<file path="src/rtl/clkgen_multi.sv">
// Multi-channel tick / square-wave generator with runtime divisors that are
// swapped in glitch-free at the channel wrap, plus optional channel cascading.
module clkgen_multi #(
   parameter int                   NCH      = 3,
   parameter int                   WIDTH    = 26,
   parameter logic [NCH*WIDTH-1:0] DIV_INIT = {26'd50000000, 26'd25000000, 26'd50000},
   parameter bit                   CASCADE  = 1'b0,
   localparam int                  SELW     = (NCH > 1) ? $clog2(NCH) : 1
) (
   input  logic             CLK,
   input  logic             RST,
   input  logic             EN,
   input  logic             SYNC,
   input  logic             DIV_WE,
   input  logic [SELW-1:0]  DIV_SEL,
   input  logic [WIDTH-1:0] DIV_DATA,
   output logic [NCH-1:0]   TICK,
   output logic [NCH-1:0]   SQW,
   output logic [NCH-1:0]   DIV_PEND
);

   logic [WIDTH-1:0] cnt     [NCH];
   logic [WIDTH-1:0] dact    [NCH];
   logic [WIDTH-1:0] dsh     [NCH];
   logic [WIDTH-1:0] cnt_nxt [NCH];
   logic [NCH-1:0]   adv;
   logic [NCH-1:0]   wrap;
   logic [NCH-1:0]   wr_hit;
   logic             carry;

   // High for the upper floor(D/2) counts of the period; D=0 keeps the output low.
   function automatic logic sqw_level(input logic [WIDTH-1:0] cnt_n,
                                      input logic [WIDTH-1:0] d);
      return (d != '0) && (cnt_n >= (d - (d >> 1)));
   endfunction

   // Walk the channels in order so a cascaded channel sees its parent's wrap
   // from the same cycle without forming a combinational loop on one vector.
   always_comb begin
      carry  = 1'b1;
      adv    = '0;
      wrap   = '0;
      wr_hit = '0;
      for (int i = 0; i < NCH; i++) begin
         cnt_nxt[i] = cnt[i];
         adv[i]     = EN && (!CASCADE || carry);
         wrap[i]    = adv[i] && (dact[i] != '0) && (cnt[i] == dact[i] - 1'b1);
         wr_hit[i]  = DIV_WE && (DIV_SEL == SELW'(i));
         if (dact[i] == '0)
            cnt_nxt[i] = '0;
         else if (wrap[i])
            cnt_nxt[i] = '0;
         else if (adv[i])
            cnt_nxt[i] = cnt[i] + 1'b1;
         carry = wrap[i];
      end
   end

   always_ff @(posedge CLK) begin
      if (RST) begin
         for (int i = 0; i < NCH; i++) begin
            cnt[i]  <= '0;
            dact[i] <= DIV_INIT[i*WIDTH +: WIDTH];
            dsh[i]  <= DIV_INIT[i*WIDTH +: WIDTH];
         end
         TICK     <= '0;
         SQW      <= '0;
         DIV_PEND <= '0;
      end else begin
         for (int i = 0; i < NCH; i++) begin
            if (SYNC) begin
               // Phase restart: a write in the same cycle becomes active at once.
               cnt[i]      <= '0;
               TICK[i]     <= 1'b0;
               SQW[i]      <= 1'b0;
               DIV_PEND[i] <= 1'b0;
               if (wr_hit[i]) begin
                  dsh[i]  <= DIV_DATA;
                  dact[i] <= DIV_DATA;
               end else begin
                  dact[i] <= dsh[i];
               end
            end else begin
               cnt[i]  <= cnt_nxt[i];
               TICK[i] <= wrap[i];
               if (dact[i] == '0)
                  SQW[i] <= 1'b0;
               else if (adv[i])
                  SQW[i] <= sqw_level(cnt_nxt[i], dact[i]);
               if (wrap[i] || (dact[i] == '0)) begin
                  dact[i]     <= dsh[i];
                  DIV_PEND[i] <= 1'b0;
               end
               // A write landing on a wrap stays pending for the following wrap.
               if (wr_hit[i]) begin
                  dsh[i]      <= DIV_DATA;
                  DIV_PEND[i] <= 1'b1;
               end
            end
         end
      end
   end

endmodule

</file>
<file path="config.mk">
export PLATFORM = sky130hd
export DESIGN_NAME = clkgen_multi
export DESIGN_NICKNAME = d
export VERILOG_FILES = /design/src/rtl/clkgen_multi.sv
export SDC_FILE = /design/constraint.sdc
export NUM_CORES = 1
export LEC_CHECK = 0
export BUFFER_PORTS_ARGS = -buffer_cell sky130_fd_sc_hd__buf_4
export CAP_MARGIN = 20
export CORE_ASPECT_RATIO = 2
export CORE_MARGIN = 4
export CORE_UTILIZATION = 35
export DETAILED_ROUTE_END_ITERATION = 8
export GPL_TIMING_DRIVEN = 0
export RECOVER_POWER = 100
export SLEW_MARGIN = 0
export SYNTH_ARGS = -nofsm -noshare
export SYNTH_HDL_FRONTEND = slang
export SYNTH_SLANG_ARGS = --single-unit
</file>
<file path="constraint.sdc">
create_clock -name CLK -period 5.8 [get_ports CLK]
set_clock_uncertainty 0.15 [all_clocks]
set_input_delay 1.16 -clock CLK [delete_from_list [all_inputs] [get_ports CLK]]
set_output_delay 1.16 -clock CLK [all_outputs]
set_load 0.03 [all_outputs]
</file>
==> impl_metrics.yaml <==
status:
  run_status: "complete, but fails checks"
  failed_checks: "capacitance limit, slew limit"
worst_hold_path:
  worstHoldPathCells: 1
  worstHoldPathType: "reg -> reg"
  hold_end: "dact[1][12]$_SDFFCE_PP1P_"
  min_from: "dsh[1][12]$_DFFE_PP_"
timing:
  rsz0062_at_grt: "true"
  max_slew_margin_pct: -32.8
  fmax_ghz: 0.177
  fin_crit_sh_pct: 97.6
  tightest_slew_ps: 1990
  fin_crit_ps: 5660
  hold_ws_ps: 371
  finalHoldViolations: 0
  setup_viol: 0
  drv_slew: 27
worst_setup_path:
  r2r_end: "SQW[2]$_SDFFE_PP0P_"
  cp-end-kind: "register"
  path_max_fanout: 10
  worstPathArrival_ps: 5980
  rrSetupSlack_ps: 140
  crit_type: "reg -> reg"
  crit_required_ps: 6120
  rr_startpoint: "dact[2][18]$_DFFE_PP_"
  crit_path_start_kind: "register"
  r2r_cells: 21
yosys:
  yosys.area_share.xor_xnor_pct: 10.7
  synth_area_um2: 21100
  synth-seq-area-share_pct: 34.2
  synth_mux_area_share_pct: 1.29
  synth_ff_type: "edfxtp_1"
  ys_async_sr_fraction_pct: 0
  synth_top_family_by_area: "simple AND/OR/NAND/NOR gates"
  synth_compound_area_share_pct: 12.8
  synth_cells: 2260
  synth_simple_gate_area_share_pct: 20.7
  synth-edff-count: 234
  ys_ff_latch: 243
  synth_adder_area_share_pct: 15.8
  yosys_warnings: 0
  avgSynthCellArea_um2: 9.32
  yosysUniqueCellTypes: 80
floorplanning:
  dieWidth_um: 181
  dieArea_um2: 64400
  io_pins: 42
  placeableCoreArea_um2: 59700
  fp.dieH_um: 355
  row_count: 127
  initial_core_util_pct: 35.3
placement:
  dp_hpwl_um: 56300
  gp_congestion: 0.963
  portBuffers: 40
global_route:
  grt_pass1_vias: 18400
  grt_max_degree: 32
  groute.usage.overall_pct: 20.7
  grt_pass1_wl_um: 103000
  antenna_found_initial: 2
  grt_overflow: 0
cells_and_area:
  final_nets: 2708
  layout-drive-gt1-share_pct: 5.72
  area_growth_syn_to_layout_pct: 12.0
  antennaDiodeCount: 0
  final_cell_mix: "260 x ha_1, 234 x edfxtp_1, 199 x nor2_1"
  fillers: 6030
  final_common_cell: "ha_1"
cts:
  tritoncts: "built"
  cts_hold_buf: 0
  htreeDepth: 1
  cts-root-buf: "clkbuf_16"
  cts_buffers: 25
  clkLatencyLatePin_ps: 590
  clockBufferDepth: 3
  cts_sinks: 243
  clk_pin_slew_ps: 70
detailed_routing:
  drt_iter0_drc: 883
  viasPerCell: 5.45
  ant_nets: 0
  vias: 17500
  dr.pass1.iters: 7
  drc: 0
  wl_per_cell_um: 21.3
  totalWireLength_um: 68400
power:
  total_power_uw: 5670
  power_density_nw_per_um2: 240
  p_leak_uw: 0.00951
  vdd_drop_max_v: 0.000275
job:
  maxCapViolCount: 1
[repair_timing]
item,4_1_cts,5_1_grt
resized for setup,11,8
endpoints found under the hold margin,0,0
setup endpoints to repair,3,3
buffers inserted,2,0
pin swaps,1,0
[sequential cells by signal, indices dropped and copies added, names as in the netlist]
name,cells
DIV_PEND,3
dsh,78
SQW,3
TICK,3
dact,78
cnt,78
[layer usage]
layer,wire (um),global-route usage [%]
met1,21900,18.0
met2,37500,41.1
met3,2600,2.54
met4,6380,16.5
met5,8,0
[stage by stage]
step	area [um2]	worst slack (ps)	cells	TNS (ps)	utilization (%)
after floorplan	21400	1000	2337	0	-
after global placement	22600	-882	3151	-1430	37.9
after detailed placement	22700	-917	3156	-1510	38.0
after CTS	23600	13.2	3204	0	39.6
after global routing	23600	-34.4	3204	-34.4	39.5
final	23600	138	3204	0	39.5
[layout make-up]
cell class              count  area, um2  share of cell area (%)
well taps                 774        968                    4.10
inverters                 172        646                    2.74
multi-input cells        1863      13300                    56.3
repair buffers             48        342                    1.45
plain buffers              58        285                    1.21
clock inverters            20        236                    1.00
flip-flops and latches    243       7210                    30.5
clock buffers              26        629                    2.67
[synthesized netlist by cell type (all sizes together), types with 8 or more instances]
cell,instances,area share (%)
or3,10,0.30
a211oi,12,0.43
nor4,28,0.89
a211o,14,0.58
a21oi,110,2.6
a21o,26,0.93
inv,172,3.1
a31oi,11,0.33
o211ai,10,0.36
mux2i,25,1.2
a311oi,13,0.54
nand3,82,1.9
nand4,46,1.4
nor2b,30,0.89
or2,9,0.27
and2,44,1.3
clkbuf,36,0.64
nand2b,73,2.2
buf,23,0.67
o21bai,19,0.68
and3,34,1.0
nor3,100,2.4
o2111ai,9,0.37
or4,16,0.59
a21boi,8,0.29
xor2,109,4.5
o31ai,28,1.0
o21a,12,0.43
ha,261,16
nor2,201,3.6
o21ai,82,2.0
nand2,105,1.9
edfxtp,234,33
o31a,14,0.58
xnor2,149,6.2
dfxtp,9,0.86
[cells by family (layout without fill, tap and decap cells)]
kind of cell | Yosys count | in the layout
other | 1 | 78
adder cells (fa/ha/maj) | 264 | 264
multiplexers | 27 | 27
buffers and inverters | 231 | 324
flip-flops | 243 | 243
AO/OA/AOI/OAI | 407 | 407
AND/OR/NAND/NOR | 829 | 829
XOR/XNOR | 258 | 258
[worst max path at each step]
stage                         startpoint                  end  slack (ps)  depth (start not counted)
6_report           dact[2][18]$_DFFE_PP_  SQW[2]$_SDFFE_PP0P_         140                         21
5_1_grt         dact[1][2]$_SDFFCE_PP0P_  SQW[1]$_SDFFE_PP0P_         -30                         21
4_1_cts        dact[1][11]$_SDFFCE_PP1P_  SQW[1]$_SDFFE_PP0P_          10                         21
3_5_place_dp   dact[1][11]$_SDFFCE_PP1P_  SQW[1]$_SDFFE_PP0P_        -920                         19
3_3_place_gp   dact[1][11]$_SDFFCE_PP1P_  SQW[1]$_SDFFE_PP0P_        -880                         19
2_1_floorplan      dact[2][16]$_DFFE_PP_  SQW[2]$_SDFFE_PP0P_        1000                         20
[critical path: stages, from the launching register on]
cell	delay (ps)
edfxtp_1	480
inv_1	170
ha_1	280
and2_1	210
a21bo_2	160
a21oi_1	100
or4b_1	600
or4_1	550
or4_1	480
o41ai_4	290
buf_4	200
clkbuf_4	250
nor2_1	80
ha_1	290
a21o_1	160
a21o_1	170
a21o_1	170
a21o_1	180
a21oi_1	220
o21ai_0	180
nand2_1	90
a21oi_1	60
[power breakdown]
| part | total (uW) | switching [uW] | internal (uW) |
|---|---|---|---|
| Clock | 1760 | 807 | 955 |
| Combinational | 1730 | 1030 | 701 |
| Sequential | 2180 | 116 | 2060 |
Power figures use the tool's default switching activity.
